<file path="src/rtl/product_accumulator.sv">
// product_accumulator
//
// Sums frames of signed 64-bit products into a wide signed accumulator.
// A frame ends with an accepted product that has in_last set. The frame total,
// product count and a sticky overflow flag are then held until the consumer
// takes them.
//
// Build option:
//   PRODUCT_ACC_SAT_EN  defined   -> an overflowing add clamps the accumulator
//                                    to the signed max/min in the overflow direction
//                       undefined -> the accumulator wraps modulo 2^ACC_W
//   out_overflow is set on any overflowing add in both builds.
//
// Parameters:
//   ACC_W  accumulator / out_sum width, legal range 65..128
//   CNT_W  out_count width
//
// Ports:
//   clk           sole clock, rising edge
//   rst           synchronous active-high reset
//   in_valid      product available
//   in_ready      block can take a product this cycle
//   in_product    signed product, two's complement
//   in_last       accepted product closes the frame
//   out_valid     frame result available
//   out_ready     consumer takes the result
//   out_sum       signed frame total
//   out_count     products in the frame, saturates at all-ones
//   out_overflow  sticky signed-overflow flag for the frame
//
// state    | meaning
// ---------+------------------------------------------------------------
// ST_IDLE  | empty frame, accumulator/count/flag cleared, accepting input
// ST_ACCUM | frame in progress, accepting input
// ST_HOLD  | frame complete, result presented, input stalled

module product_accumulator #(
   parameter int ACC_W = 72,
   parameter int CNT_W = 16
) (
   input  logic             clk,
   input  logic             rst,
   input  logic             in_valid,
   output logic             in_ready,
   input  logic [63:0]      in_product,
   input  logic             in_last,
   output logic             out_valid,
   input  logic             out_ready,
   output logic [ACC_W-1:0] out_sum,
   output logic [CNT_W-1:0] out_count,
   output logic             out_overflow
);

   typedef enum logic [1:0] {
      ST_IDLE  = 2'd0,
      ST_ACCUM = 2'd1,
      ST_HOLD  = 2'd2
   } state_t;

   localparam logic [ACC_W-1:0] ACC_MAX = {1'b0, {(ACC_W-1){1'b1}}};
   localparam logic [ACC_W-1:0] ACC_MIN = {1'b1, {(ACC_W-1){1'b0}}};
   localparam logic [CNT_W-1:0] CNT_MAX = '1;

   state_t           state;
   state_t           state_nxt;
   logic [ACC_W-1:0] acc;
   logic [ACC_W-1:0] acc_nxt;
   logic [CNT_W-1:0] cnt;
   logic [CNT_W-1:0] cnt_nxt;
   logic             ovf;
   logic             ovf_nxt;

   logic             accept;
   logic             xfer;
   logic [ACC_W-1:0] prod_ext;
   logic [ACC_W-1:0] sum_raw;
   logic [ACC_W-1:0] sum_adj;
   logic             add_ovf;
   logic [CNT_W-1:0] cnt_inc;

   // ACC_W is at least 65, so the extension field is never empty.
   assign prod_ext = {{(ACC_W-64){in_product[63]}}, in_product};
   assign sum_raw  = acc + prod_ext;

   // Signed overflow: operands agree in sign but the result does not.
   assign add_ovf  = (acc[ACC_W-1] == prod_ext[ACC_W-1]) &&
                     (sum_raw[ACC_W-1] != acc[ACC_W-1]);

`ifdef PRODUCT_ACC_SAT_EN
   // Overflow can only occur when both operands share a sign, so the
   // accumulator's sign gives the clamp direction.
   assign sum_adj  = add_ovf ? (acc[ACC_W-1] ? ACC_MIN : ACC_MAX) : sum_raw;
`else
   assign sum_adj  = sum_raw;
`endif

   assign cnt_inc  = (cnt == CNT_MAX) ? cnt : cnt + CNT_W'(1);

   // in_ready is gated by rst so it reads low during the reset cycle itself.
   assign in_ready  = !rst && (state != ST_HOLD);
   assign out_valid = (state == ST_HOLD);
   assign accept    = in_valid && in_ready;
   assign xfer      = out_valid && out_ready;

   assign out_sum      = acc;
   assign out_count    = cnt;
   assign out_overflow = ovf;

   always_comb begin
      state_nxt = state;
      acc_nxt   = acc;
      cnt_nxt   = cnt;
      ovf_nxt   = ovf;
      case (state)
         ST_IDLE, ST_ACCUM: begin
            if (accept) begin
               acc_nxt   = sum_adj;
               cnt_nxt   = cnt_inc;
               ovf_nxt   = ovf | add_ovf;
               state_nxt = in_last ? ST_HOLD : ST_ACCUM;
            end
         end
         ST_HOLD: begin
            if (xfer) begin
               acc_nxt   = '0;
               cnt_nxt   = '0;
               ovf_nxt   = 1'b0;
               state_nxt = ST_IDLE;
            end
         end
         default: begin
            acc_nxt   = '0;
            cnt_nxt   = '0;
            ovf_nxt   = 1'b0;
            state_nxt = ST_IDLE;
         end
      endcase
   end

   always_ff @(posedge clk) begin
      if (rst) begin
         state <= ST_IDLE;
         acc   <= '0;
         cnt   <= '0;
         ovf   <= 1'b0;
      end else begin
         state <= state_nxt;
         acc   <= acc_nxt;
         cnt   <= cnt_nxt;
         ovf   <= ovf_nxt;
      end
   end

endmodule

</file>
<file path="config.mk">
export PLATFORM = sky130hd
export DESIGN_NAME = product_accumulator
export DESIGN_NICKNAME = d
export VERILOG_FILES = /design/src/rtl/product_accumulator.sv
export SDC_FILE = /design/constraint.sdc
export NUM_CORES = 1
export LEC_CHECK = 0
export ABC_AREA = 0
export CAP_MARGIN = 20
export CORE_UTILIZATION = 50
export CTS_CLUSTER_DIAMETER = 200
export CTS_CLUSTER_SIZE = 20
export DETAILED_ROUTE_END_ITERATION = 12
export DONT_BUFFER_PORTS = 1
export PLACE_DENSITY = 0.68
export SKIP_CTS_REPAIR_TIMING = 1
export SYNTH_ARGS = -nofsm -noshare
export SYNTH_HDL_FRONTEND = slang
export SYNTH_SLANG_ARGS = --single-unit
</file>
<file path="constraint.sdc">
create_clock -name clk -period 3.25 [get_ports clk]
set_input_delay 0.65 -clock clk [delete_from_list [all_inputs] [get_ports clk]]
set_output_delay 0.65 -clock clk [all_outputs]
set_load 0.05 [all_outputs]
</file>
# Word-level counts from Yosys, hierarchy flattened

Cells that the tools add are included.

Bits in registers: 91
Input bits: 69

Add/sub/neg operators: 2
Equal/unequal tests: 9
Multiplexer cells: 14
Bitwise gates (word level): 1
Reductions and logical operators: 9

Operators by type and width:

| kind                                                  | number |
|---|---|
| 2-to-1 mux 72 bit                                     | 2 |
| case mux 72 bit (2 select lines)                      | 1 |
| adder 72 bit                                          | 1 |
| 2-to-1 mux 16 bit                                     | 3 |
| case mux 16 bit (2 select lines)                      | 1 |
| adder 16 x 1 -> 16 bit, second input constant         | 1 |
| equality test 16 bit, second input constant           | 1 |
| 2-to-1 mux 2 bit                                      | 3 |
| inequality test 2 bit, second input constant          | 3 |
| logical AND 1 bit                                     | 4 |
| case mux 2 bit (2 select lines)                       | 1 |
| AND reduction 3 bit                                   | 1 |
| equality test 2 x 1 -> 1 bit, second input constant   | 1 |
| equality test 2 bit, second input constant            | 1 |
| zero test 2 bit                                       | 1 |
| 2-to-1 mux 1 bit                                      | 2 |
| inequality test 2 x 1 -> 1 bit, second input constant | 1 |
| case mux 1 bit (2 select lines)                       | 1 |
| AND reduction 2 bit                                   | 1 |
| OR reduction 2 bit                                    | 1 |
| equality test 1 bit                                   | 1 |
| zero test 1 bit                                       | 1 |
| inequality test 1 bit                                 | 1 |
| bitwise OR 1 bit                                      | 1 |

# Logic depth before layout (Yosys ltp)

Word-level depth: 6
Depth in mapped cells: 13
Depth with buffers taken out: 13

# Least setup slack after synthesis

Ideal clock, no wire load.

Path type: flip-flop to flip-flop
Start: reg acc[0] (netlist: out_sum[0])
End: reg acc[64] (netlist: out_sum[64])
Library setup time: 125 ps
Data arrival time: 3050 ps
Path slack: 76 ps
Cell stages (with the launch flop): 14
Path buffers: 0
Period minus slack after synthesis: 3174 ps
Cell sequence: dfxtp_1 > ha_1 > inv_1 > fa_1 > nand2b_1 > a21o_1 > a21oi_1 > o2111ai_1 > a31o_2 > o21bai_4 > a221oi_4 > o31ai_2 > xnor2_1 > o21ai_1

Longest elaborated chain between the ends: 3

Ends and longest elaborated chain:

| what                             | line | RTL |
|---|---|---|
| start, declared                  | 66   | `logic [ACC_W-1:0] acc;` |
| start signal, assigned           | 148  | `acc <= acc_nxt;` |
| adder 72 bit                     | 83   | `assign sum_raw = acc + prod_ext;` |
| 2-to-1 mux 72 bit                | 116  | `if (accept) begin` |
| case mux 72 bit (2 select lines) | 114  | `case (state)` |

No other way between the ends. The select of a mux whose other input is x is not followed.
A chain may end at the register's enable or synchronous reset.

# Final worst setup path

Start: reg acc[0] (netlist: out_sum[0])
End: reg acc[66] (netlist: out_sum[66])

Same word-level chain as after synthesis.

==> impl_metrics.yaml <==
placed_design:
  placed_cell_area_um2: 8820
  portBuffers: 0
  dp_hpwl_mm: 17.4
  place_congestion: 0.930
routing:
  drt_first_iter_violations: 470
  drc: 0
  viasPerCell: 5.88
  detail-route-antenna-nets: 0
  drt-total-wl_mm: 22.4
  firstDrtPassIters: 4
  vias: 7844
  drt-wirelength-per-cell_um: 16.8
cts:
  tritoncts: "yes"
  cts_max_level: 3
  clock_latency_ns: 0.36
  cts_inserted_buffers: 9
  numClockSinks: 91
  clkSlewWorstSetupHoldPaths_ns: 0.08
  root_buffer: "clkbuf_16"
  cts.path.max_buffers: 2
sta:
  rsz0062_at_grt: "no"
  timing.final.crit_share_pct: 91.7
  setup_viol_count_final: 0
  slew_violations: 0
  fmax_mhz: 335
  fin_crit_ns: 2.98
  relSlewSlack_pct: 40.1
  fin_skew_ns: 0.0115
  finalHoldViolations: 0
  tightest_slew_ns: 0.896
power:
  switching_share_pct: 45.6
  p_sw_mw: 2.30
  p_clk_share_pct: 21.6
  power.density_nw_per_um2: 554
  power_frac_comb_pct: 51.2
  p_seq_share_pct: 27.2
  p_leak_nw: 4.08
  cellInternalPower_mw: 2.75
  fin_total_pwr_mw: 5.05
  peakVddDrop_mv: 0.383
cells_and_area:
  area_delta_synth_final_pct: 16.0
  design_area_um2: 9120
  n_fill_cell: 1439
  drive_gt1_share_pct: 16.8
  fin_nets: 1259
  n_antenna_cell: 0
logic_synthesis:
  syn_nets: 1168
  synth.avg_cell_area_um2: 7.66
  ys_types: 77
  yosys.area.top_type: "dfxtp_1"
  yosysSeqAreaShare_pct: 23.2
  ys_top_cells_by_area: "dfxtp_1, ha_1, a21oi_1, nand2_1, nor2_1"
  synthesis.area_um2: 7860
  synth-seq-cells: 91
  yosysMostFrequentCell: "nand2_1"
  ys_warn_count: 0
  synthTopCellsByCount: "nand2_1, a21oi_1, nor2_1, dfxtp_1"
  async_flop_share_pct: 0
  syn-instance-count: 1026
  synth_top_area_share_pct: 23.2
  synth-edff-count: 0
  synth_flop_cell: "dfxtp_1"
critical_path:
  slowest_stage: "fa_1"
  cp_top_family: "compound AO/OA/AOI/OAI gates"
  crit_path_end_kind: "register"
  cp_max_fo: 4
  worst-path-buf-inv: 2
  cpPeakStageDelay_ns: 0.37
  worstPathCellList: "ha_1, inv_1, fa_1, nand2b_1, a21o_1, a21oi_2, o211ai_1, a211oi_1, buf_4, o21ai_2, a31oi_1, a211oi_1, nor3_1, mux2i_1"
  cp.required_ns: 3.54
  cpMostUsedCell: "a211oi_1"
  critPathKind: "register to register"
  cp.arrival_ns: 3.27
  cp-start-kind: "register"
die:
  rows: 45
  die_area_um2: 16200
  ioPinCount: 160
  core_area_um2: 15300
  die_width_um: 127
  dieHeight_um: 127
  start_util_pct: 51.5
global_route:
  grt_max_degree: 45
  antenna_found_initial: 0
  gr-total-overflow: 0
  grt_first_pass_wirelength_mm: 36.2
  grt_usage_pct: 27.5
  grt_pass1_vias: 7471
min_path:
  hold_class: "input port to register"
outcome:
  status: "complete, no violations"
run:
  cap_violations: 0
==> power groups by stage <==
stage	clock (mW)	sequential, mW	combinational, mW
after floorplan	0	1.84	1.49
after global placement	0	1.39	2.53
after detailed placement	0	1.40	2.55
after CTS	1.11	1.37	2.56
after global routing	1.15	1.39	2.81
final	1.09	1.37	2.59
==> through the flow <==
step | instances | setup TNS (ns) | hold WS (ns) | util, % | setup WS (ns)
3_3_place_gp | 1317 | -0.136 | 0.526 | 57.8 | -0.0653
3_5_place_dp | 1317 | -0.329 | 0.535 | 57.8 | -0.106
2_1_floorplan | 1026 | 0 | 0.510 | - | 0.0756
4_1_cts | 1333 | 0 | 0.346 | 59.7 | 0.161
6_report | 1333 | 0 | 0.360 | 59.8 | 0.269
5_1_grt | 1333 | 0 | 0.341 | 59.8 | 0.0567
==> per-layer routing <==
layer,global-route usage [%],up-vias,wire [um]
met4,10.5,0,556
met5,0,-,0
met1,34.2,3653,9800
li1,-,3912,-
met2,46.5,241,10400
met3,5.99,38,1580
==> cell families (layout without fill, tap and decap cells) <==
family	Yosys count	in the layout	share of synthesized area, %
AND/OR/NAND/NOR	346	346	20.4
XOR/XNOR	72	72	8.02
AO/OA/AOI/OAI	356	356	30.2
flip-flops	91	91	23.2
multiplexers	7	7	0.907
buffers and inverters	81	177	5.65
adder cells (fa/ha/maj)	73	73	11.7
==> layout by cell type, fill, tap and decap left out, drive strengths merged, types with 9 or more instances in the layout <==
master	instances
nand3	20
ha	72
dfxtp	91
buf	139
xnor2	35
o21ai	85
or3	9
a22oi	29
nor3	14
xor2	37
o21a	9
nor2	103
inv	26
a21oi	107
a21o	41
and3	17
a211oi	9
a31oi	12
o21bai	15
and2	9
nand4	35
nand2	116
clkbuf	9
==> worst paths after layout <==
path                                         startpoint                        to  slack [ns]  cells after the start
worst max-delay path            out_sum[0]$_SDFFE_PP0P_  out_sum[66]$_SDFFE_PP0P_        0.27                     14
worst min-delay path                                rst     state[1]$_SDFFE_PP0P_        0.36                      1
worst max register to register  out_sum[0]$_SDFFE_PP0P_  out_sum[66]$_SDFFE_PP0P_        0.27                     14
worst min register to register    state[0]$_SDFFE_PP0P_     state[0]$_SDFFE_PP0P_        0.55                      1
==> final cells by class <==
class | instances | area [um2] | area share, %
Tap cell | 211 | 264 | 2.89
Timing Repair Buffer | 139 | 1060 | 11.6
Inverter | 22 | 82.6 | 0.905
Clock buffer | 9 | 225 | 2.47
Clock inverter | 7 | 67.6 | 0.741
Multi-Input combinational cell | 854 | 5600 | 61.4
Sequential cell | 91 | 1820 | 20.0
==> sequential cells by signal, summed over array words and instances, names as in the netlist <==
signal	count
state	2
out_overflow	1
out_count	16
out_sum	72
Note: power is estimated with default switching activity, not from simulation.
